==> src/rtl/ram_burst_initiator_if.sv <==
// ram_burst_initiator_if: command, write/read stream and RAM port bundle.
// ACsum exists only when RAM_BURST_CSUM_EN is defined.
interface ram_burst_initiator_if #(parameter int caddrlen = 8);
  logic acmdstart, acmdwr, acmdbusy, acmddone;
  logic [caddrlen-1:0] acmdaddr, aaddrwr, aaddrrd;
  logic [7:0] acmdlen, awrdata, arddata, amosi, amiso;
  logic awrvalid, awrready, ardvalid, ardready, awren;
`ifdef RAM_BURST_CSUM_EN
  logic [7:0] acsum;
  modport master(
    input acmdstart, acmdwr, acmdaddr, acmdlen, awrdata, awrvalid, ardready, amiso,
    output acmdbusy, acmddone, awrready, arddata, ardvalid, aaddrwr, aaddrrd, amosi, awren, acsum
  );
  modport slave(
    output acmdstart, acmdwr, acmdaddr, acmdlen, awrdata, awrvalid, ardready, amiso,
    input acmdbusy, acmddone, awrready, arddata, ardvalid, aaddrwr, aaddrrd, amosi, awren, acsum
  );
`else
  modport master(
    input acmdstart, acmdwr, acmdaddr, acmdlen, awrdata, awrvalid, ardready, amiso,
    output acmdbusy, acmddone, awrready, arddata, ardvalid, aaddrwr, aaddrrd, amosi, awren
  );
  modport slave(
    output acmdstart, acmdwr, acmdaddr, acmdlen, awrdata, awrvalid, ardready, amiso,
    input acmdbusy, acmddone, awrready, arddata, ardvalid, aaddrwr, aaddrrd, amosi, awren
  );
`endif
endinterface

==> src/rtl/ram_burst_initiator.sv <==
// ram_burst_initiator: turns one host command into a burst of byte writes or reads on a RAM port.
// RAM_BURST_CSUM_EN adds ACsum, the modulo-256 sum of the bytes moved by the current burst.
module ram_burst_initiator #(
  parameter int crdlat = 1,
  parameter int caddrlen = 8
) (
  input logic aclkh,
  input logic areseth,
  input logic aclkhen,
  ram_burst_initiator_if.master b
);
  typedef enum logic [2:0] {st_idle, st_wr, st_rd_iss, st_rd_wait, st_rd_hold, st_done} state_t;
  state_t state, nxt;
  logic [caddrlen-1:0] addr, addr_rd;
  logic [7:0] cnt, rd_data;
  logic [1:0] lat;
  logic rd_valid, start, beat, hs;
  assign start = state == st_idle && b.acmdstart && aclkhen;
  assign beat = state == st_wr && b.awrvalid && aclkhen;
  assign hs = state == st_rd_hold && b.ardready && aclkhen;
  assign b.acmdbusy = state != st_idle;
  assign b.acmddone = state == st_done;
  // ready is withheld while the clock enable is low so no beat is offered that cannot be taken
  assign b.awrready = state == st_wr && aclkhen;
  assign b.awren = beat;
  assign b.aaddrwr = beat ? addr : '0;
  assign b.amosi = beat ? b.awrdata : '0;
  // the issue cycle presents the address directly; the register keeps it until the next issue
  assign b.aaddrrd = state == st_rd_iss ? addr : addr_rd;
  assign b.arddata = rd_data;
  assign b.ardvalid = rd_valid;
  always_ff @(posedge aclkh or posedge areseth)
    if (areseth) state <= st_idle;
    else state <= nxt;
  always_comb begin
    nxt = state;
    if (aclkhen)
      case (state)
        st_idle: nxt = b.acmdstart ? (b.acmdwr ? st_wr : st_rd_iss) : st_idle;
        st_wr: nxt = beat && cnt == '0 ? st_done : st_wr;
        st_rd_iss: nxt = st_rd_wait;
        st_rd_wait: nxt = lat == '0 ? st_rd_hold : st_rd_wait;
        st_rd_hold: nxt = hs ? (cnt == '0 ? st_done : st_rd_iss) : st_rd_hold;
        default: nxt = st_idle;
      endcase
  end
  always_ff @(posedge aclkh or posedge areseth)
    if (areseth) begin
      addr <= '0;
      cnt <= '0;
      lat <= '0;
      addr_rd <= '0;
      rd_data <= '0;
      rd_valid <= 1'b0;
    end else if (aclkhen) begin
      if (start) begin
        addr <= b.acmdaddr;
        cnt <= b.acmdlen;
      end
      if (beat || hs) begin
        addr <= addr + caddrlen'(1);
        cnt <= cnt - 8'd1;
      end
      if (state == st_rd_iss) begin
        addr_rd <= addr;
        lat <= 2'(crdlat - 1);
      end
      if (state == st_rd_wait) lat <= lat - 2'd1;
      if (state == st_rd_wait && lat == '0) begin
        rd_data <= b.amiso;
        rd_valid <= 1'b1;
      end
      if (hs) rd_valid <= 1'b0;
    end
`ifdef RAM_BURST_CSUM_EN
  logic [7:0] csum;
  assign b.acsum = csum;
  always_ff @(posedge aclkh or posedge areseth)
    if (areseth) csum <= '0;
    else if (start) csum <= '0;
    else if (beat) csum <= csum + b.awrdata;
    else if (hs) csum <= csum + rd_data;
`endif
endmodule

==> src/flat_wrapper.sv <==
// flat-port wrapper written by rule: the top's interface ports become plain ports
module ram_burst_initiator_flat 
#(
  parameter int crdlat = 1,
  parameter int caddrlen = 8
)
  (aclkh, areseth, aclkhen, b_acmdstart, b_acmdwr, b_acmdaddr, b_acmdlen, b_awrdata, b_awrvalid, b_ardready, b_amiso, b_acmdbusy, b_acmddone, b_awrready, b_arddata, b_ardvalid, b_aaddrwr, b_aaddrrd, b_amosi, b_awren);
  ram_burst_initiator_if #(.caddrlen(caddrlen)) b_i ();
  input logic aclkh;
  input logic areseth;
  input logic aclkhen;
  input wire logic [$bits(b_i.acmdstart)-1:0] b_acmdstart;
  input wire logic [$bits(b_i.acmdwr)-1:0] b_acmdwr;
  input wire logic [$bits(b_i.acmdaddr)-1:0] b_acmdaddr;
  input wire logic [$bits(b_i.acmdlen)-1:0] b_acmdlen;
  input wire logic [$bits(b_i.awrdata)-1:0] b_awrdata;
  input wire logic [$bits(b_i.awrvalid)-1:0] b_awrvalid;
  input wire logic [$bits(b_i.ardready)-1:0] b_ardready;
  input wire logic [$bits(b_i.amiso)-1:0] b_amiso;
  output wire logic [$bits(b_i.acmdbusy)-1:0] b_acmdbusy;
  output wire logic [$bits(b_i.acmddone)-1:0] b_acmddone;
  output wire logic [$bits(b_i.awrready)-1:0] b_awrready;
  output wire logic [$bits(b_i.arddata)-1:0] b_arddata;
  output wire logic [$bits(b_i.ardvalid)-1:0] b_ardvalid;
  output wire logic [$bits(b_i.aaddrwr)-1:0] b_aaddrwr;
  output wire logic [$bits(b_i.aaddrrd)-1:0] b_aaddrrd;
  output wire logic [$bits(b_i.amosi)-1:0] b_amosi;
  output wire logic [$bits(b_i.awren)-1:0] b_awren;
  assign b_i.acmdstart = b_acmdstart;
  assign b_i.acmdwr = b_acmdwr;
  assign b_i.acmdaddr = b_acmdaddr;
  assign b_i.acmdlen = b_acmdlen;
  assign b_i.awrdata = b_awrdata;
  assign b_i.awrvalid = b_awrvalid;
  assign b_i.ardready = b_ardready;
  assign b_i.amiso = b_amiso;
  assign b_acmdbusy = b_i.acmdbusy;
  assign b_acmddone = b_i.acmddone;
  assign b_awrready = b_i.awrready;
  assign b_arddata = b_i.arddata;
  assign b_ardvalid = b_i.ardvalid;
  assign b_aaddrwr = b_i.aaddrwr;
  assign b_aaddrrd = b_i.aaddrrd;
  assign b_amosi = b_i.amosi;
  assign b_awren = b_i.awren;
  ram_burst_initiator #(.crdlat(crdlat), .caddrlen(caddrlen)) u_core (.aclkh(aclkh), .areseth(areseth), .aclkhen(aclkhen), .b(b_i));
endmodule
==> config.mk <==
export PLATFORM = sky130hd
export DESIGN_NAME = ram_burst_initiator_flat
export DESIGN_NICKNAME = d
export VERILOG_FILES = /design/src/rtl/ram_burst_initiator_if.sv /design/src/rtl/ram_burst_initiator.sv /design/src/flat_wrapper.sv
export SDC_FILE = /design/constraint.sdc
export NUM_CORES = 1
export LEC_CHECK = 0
export ABC_AREA = 1
export CORE_MARGIN = 2
export CORE_UTILIZATION = 42
export CTS_CLUSTER_DIAMETER = 150
export CTS_CLUSTER_SIZE = 24
export DETAILED_ROUTE_END_ITERATION = 7
export PLACE_DENSITY = 0.74
export REMOVE_ABC_BUFFERS = 1
export SETUP_SLACK_MARGIN = 0.1
export SYNTH_ARGS = -nofsm -noshare
export SYNTH_HDL_FRONTEND = slang
export SYNTH_SLANG_ARGS = --single-unit
==> constraint.sdc <==
create_clock -name aclkh -period 2.6 [get_ports aclkh]
set_input_delay 0.52 -clock aclkh [delete_from_list [all_inputs] [get_ports aclkh]]
set_output_delay 0.52 -clock aclkh [all_outputs]
set_load 0.05 [all_outputs]
### Yosys cells after proc, flatten, opt, wreduce, memory -nomap -nowiden

Cells that the tools add are included.

| word-level totals | value |
|---|---|
| flip-flop bits (word level) | 38 |
| latch bits | 0 |
| RAM bits | 0 |
| ROM bits | 0 |
| bits of input ports | 39 |
| output and inout port bits | 37 |
| word-level logic and storage cells | 54 |
| memories | 0 |

| cells by class | value |
|---|---|
| add/sub/neg operators | 3 |
| $mul | 0 |
| div/mod/pow operators | 0 |
| magnitude comparators | 0 |
| equality and inequality tests | 5 |
| shifts and indexed selects | 0 |
| muxes and demuxes | 18 |
| bitwise operators | 0 |
| reductions and logical operators | 21 |

Operators by type and width:

| operator | count |
|---|---|
| 8-bit two-way mux | 7 |
| 3-bit two-way mux | 5 |
| 3-bit case mux with 5 select lines | 1 |
| 1-bit logical AND | 9 |
| 8-bit by 1-bit adder with 8-bit output (second input constant) | 1 |
| 8-bit zero test | 1 |
| 2-bit AND reduction | 4 |
| 8-bit by 1-bit subtractor with 8-bit output (second input constant) | 1 |
| 3-bit by 2-bit equality test with 1-bit output (second input constant) | 2 |
| 3-bit equality test (second input constant) | 2 |
| 2-bit two-way mux | 3 |
| 2-bit nonzero test | 3 |
| 3-bit by 1-bit equality test with 1-bit output (second input constant) | 1 |
| 3-bit zero test | 1 |
| 3-bit nonzero test | 1 |
| 2-bit zero test | 1 |
| 1-bit two-way mux | 2 |
| 2-bit by 1-bit subtractor with 2-bit output (second input constant) | 1 |
| 1-bit logical OR | 1 |

### Longest topological paths before layout

| logic depth | value |
|---|---|
| depth in word-level cells | 6 |
| depth in mapped cells | 10 |
| gate-level depth less buffers | 10 |

### Worst setup path after synthesis

Ideal clock, no wire load.

| timing | value |
|---|---|
| kind | register to output |
| from | register u_core.state[2] |
| to | output b_aaddrrd[0] |
| arrival | 1.848 ns |
| required time | 2.080 ns |
| setup slack | 0.232 ns |
| stages on the path, launching flop included | 4 |
| path buffers | 0 |
| cell sequence | dfrtp_1 nor2_2 nand2_1 o21ai_0 |

| on the way | value |
|---|---|
| longest elaborated chain between the ends | 2 |

RTL lines:

| element | line | RTL |
|---|---|---|
| start, declared | ram_burst_initiator.sv:13 | `state_t state, nxt;` |
| start signal, assigned | ram_burst_initiator.sv:33 | `if (areseth) state <= st_idle;` |
| start signal, assigned | ram_burst_initiator.sv:34 | `else state <= nxt;` |
| 3-bit by 2-bit equality test with 1-bit output | ram_burst_initiator.sv:29 | `assign b.aaddrrd = state == st_rd_iss ? addr : addr_rd;` |
| 8-bit two-way mux | ram_burst_initiator.sv:29 |  |
| end, declared | flat_wrapper.sv:26 | `output wire logic [$bits(b_i.aaddrrd)-1:0] b_aaddrrd;` |

No other way between the ends.

### Final worst setup path

| timing | value |
|---|---|
| from | register u_core.state[2] |
| to | output b_acmdbusy |

| on the way | value |
|---|---|
| longest elaborated chain between the ends | 1 |

RTL lines:

| element | line | RTL |
|---|---|---|
| 3-bit nonzero test | ram_burst_initiator.sv:21 | `assign b.acmdbusy = state != st_idle;` |
| end, declared | flat_wrapper.sv:20 | `output wire logic [$bits(b_i.acmdbusy)-1:0] b_acmdbusy;` |

No other way between the ends.

==> flow_summary_export.csv <==
group,metric,value,unit
clock_tree,clkLatencyLatePin,0.29,ns
route,vias_per_cell,4.88,
floorplan,die_area,6410,µm²
power,vdd_ir_drop_max,0.571,mV
finish,fin_nets,481,
clock_tree,cts.sinks,38,
grt,antenna_found_initial,0,
yosys,synth_area_per_cell,6.76,µm²
route,first_pass_iters,4,
power,cellPowerDensity,1140,nW/µm²
grt,grt_first_pass_wirelength,10.7,mm
grt,grt_util_all_layers,21.2,%
timing,min_period,2.47,ns
route,via_count,2497,
route,wl_per_cell,13.0,µm
yosys,synth_top_area_share,39.2,%
clock_tree,cts.reportedPaths.clkPinSlew,0.07,ns
floorplan,initial_utilization,43.8,%
clock_tree,clock_path_buffers,2,
yosys,syn_area,2430,µm²
floorplan,dieHeight,80.0,µm
finish,stdcell_area,3650,µm²
clock_tree,cts_root_buffer,"clkbuf_8",
route,ant_nets,0,
power,p_leak,1.84,nW
timing,max_freq,405,MHz
yosys,ys_types,26,
route,drc,0,
critical_path,cpPeakStageDelay,0.82,ns
yosys,synth-seq-cells,38,
finish,nFillCells,492,
floorplan,rows,27,
clock_tree,ctsHoldBuffers,0,
finish,drive_gt1_share,13.6,%
timing,worstMarginPinSlew,0.515,ns
timing,tns,0,ns
yosys,yosys_warnings,0,
finish,n_antenna_cell,0,
floorplan,io_pins,76,
yosys,yosysTopAreaCell,"dfrtp_1",
yosys,syn_inst,359,
yosys,synth-seq-area-share,39.2,%
placement,io_buffers,75,
run_status,outcome,"finished, final reports clean",
grt,grt_max_degree,39,
critical_path,crit_slowest_cell,"clkdlybuf4s50_1",
min_path,min_path_type,"register to register",
critical_path,required,2.08,ns
critical_path,start_kind,"register",
floorplan,core_area,5540,µm²
placement,place.gp.congestion,0.879,
timing,period_share,95.0,%
clock_tree,htreeDepth,2,
timing,finalHoldViolCount,0,
critical_path,critPathKind,"register to primary output",
timing,setup-violations-final,0,
clock_tree,cts_tree,"built",
timing,rsz0062_at_grt,"true",
placement,placed_cell_area,3490,µm²
critical_path,crit_chain,"inv_1, nand2_1, clkdlybuf4s50_1",
timing,maxSlewHeadroom,65.6,%
timing,fin_worst_skew,0.00478,ns
critical_path,crit_path_end_kind,"primary output",
grt,overflow,0,
run,cap_violations,0,
critical_path,worstPathMaxFanout,6,
placement,dp_hpwl,4.78,mm
finish,syn2layout_area_growth,50.3,%
route,wl,6.68,mm
timing,slew_violations,0,
route,drtIter0Drc,148,
floorplan,die_w,80.0,µm
grt,grt_pass1_vias,2305,
clock_tree,cts_made_buffers,5,
yosys,synthTopCellsByArea,"dfrtp_1 (39%), nand2_1 (21%), nand3_1 (9.5%)",
critical_path,arrival,1.95,ns
[worst max-delay path, delay by kind of cell, from the launching register on]
kind	cells	cell delay (ns)
flip-flops	1	0.48
AND/OR/NAND/NOR	1	0.14
buffers and inverters	2	1.04
[cells in the mapped netlist]
| master | number |
|---|---|
| and2_1 | 1 |
| o21ai_1 | 12 |
| inv_1 | 47 |
| nor3_1 | 1 |
| nand2_4 | 1 |
| nand3_1 | 46 |
| nand4_4 | 2 |
| o22ai_1 | 1 |
| buf_6 | 2 |
| ha_1 | 3 |
| a21oi_2 | 1 |
| nor2_2 | 3 |
| o21ai_0 | 9 |
| inv_2 | 2 |
| buf_4 | 4 |
| dfrtp_1 | 38 |
| buf_1 | 1 |
| buf_2 | 5 |
| nor2_1 | 31 |
| clkbuf_1 | 2 |
| nand2_1 | 134 |
| nor2_4 | 1 |
| nand3b_1 | 3 |
| nand3_4 | 1 |
| nand4_1 | 3 |
| xor2_1 | 5 |
[logic make-up (layout without fill, tap and decap cells)]
| family | count (synthesis) | in the layout | share of synthesized area, % |
|---|---|---|---|
| AO/OA/AOI/OAI | 23 | 23 | 4.95 |
| buffers and inverters | 63 | 143 | 11.2 |
| adder cells (fa/ha/maj) | 3 | 3 | 1.55 |
| flip-flops | 38 | 38 | 39.2 |
| XOR/XNOR | 5 | 5 | 1.80 |
| AND/OR/NAND/NOR | 227 | 228 | 41.3 |
[where the power goes]
part	internal, mW	switching [mW]	leakage, nW	total, mW
Combinational	0.958	1.61	1.30	2.57
Sequential	0.866	0.225	0.483	1.09
Clock	0.282	0.212	0.0579	0.494
Total	2.11	2.04	1.84	4.15
[sequential cells by signal, indices dropped and copies added (netlist names)]
signal	cells
u_core.addr	8
u_core.addr_rd	8
u_core.b.arddata	8
u_core.b.ardvalid	1
u_core.cnt	8
u_core.lat	2
u_core.state	3
[timing repair]
item	4_1_cts	5_1_grt
endpoints found under the hold margin	0	0
endpoints found under the setup margin	0	23
gates resized for setup	0	11
buffers inserted	0	1
[stage by stage]
step	setup slack, ns	hold slack [ns]	cells	utilization [%]	power (mW)
6_report	0.129	0.481	512	65.9	4.15
5_1_grt	0.0466	0.507	512	65.9	4.44
4_1_cts	0.104	0.486	510	65.0	4.11
3_5_place_dp	0.117	0.465	502	63.0	3.60
3_3_place_gp	0.205	0.461	502	63.0	3.54
2_1_floorplan	0.0739	0.449	345	-	2.66
[metal layers]
metal	up-vias	wire [µm]	global-route usage [%]
li1	1276	-	-
met1	1131	2730	25.6
met2	72	3470	37.6
met3	18	306	3.85
met4	0	172	7.46
met5	-	0	0
[cell usage in the layout, fill, tap and decap left out]
cell type,n
nand2_1,134
clkdlybuf4s50_1,48
inv_1,47
nand3_1,46
dfrtp_1,38
nor2_1,28
buf_12,25
o21ai_1,18
buf_4,12
nor2_2,6
xor2_1,5
clkbuf_8,5
nand4_4,3
nand4_1,3
nand3b_1,3
o21ai_0,3
ha_1,3
inv_2,2
clkinv_2,2
nand2_4,1
nor2_4,1
nand3_4,1
a21oi_2,1
nor3_1,1
and2_1,1
o22ai_1,1
bufinv_16,1
dlymetal6s2s_1,1
[final timing paths]
path                                                     from                               to  slack, ns  cells past startpoint
max in group asynchronous                             areseth       u_core.addr[6]$_DFFE_PP0P_       1.61                      3
worst min-delay path            u_core.addr_rd[0]$_DFFE_PP0P_    u_core.addr_rd[0]$_DFFE_PP0P_       0.48                      2
min in group asynchronous                             areseth  u_core.b.arddata[6]$_DFFE_PP0P_       0.65                      3
worst max-delay path              u_core.state[2]$_DFFE_PP0P_                       b_acmdbusy       0.13                      3
worst min register to register  u_core.addr_rd[0]$_DFFE_PP0P_    u_core.addr_rd[0]$_DFFE_PP0P_       0.48                      2
worst max register to register    u_core.state[0]$_DFFE_PP0P_       u_core.addr[2]$_DFFE_PP0P_       0.63                      8
[layout make-up]
cell class	count	area [µm²]	share of cell area, %
flip-flops and latches	38	951	26.0
clock buffers	5	68.8	1.88
multi-input cells	259	1230	33.8
clock inverters	3	40.0	1.10
repair buffers	86	1080	29.7
well taps	72	90.1	2.47
inverters	49	184	5.04
No activity file was read; power rests on OpenSTA's default activity.
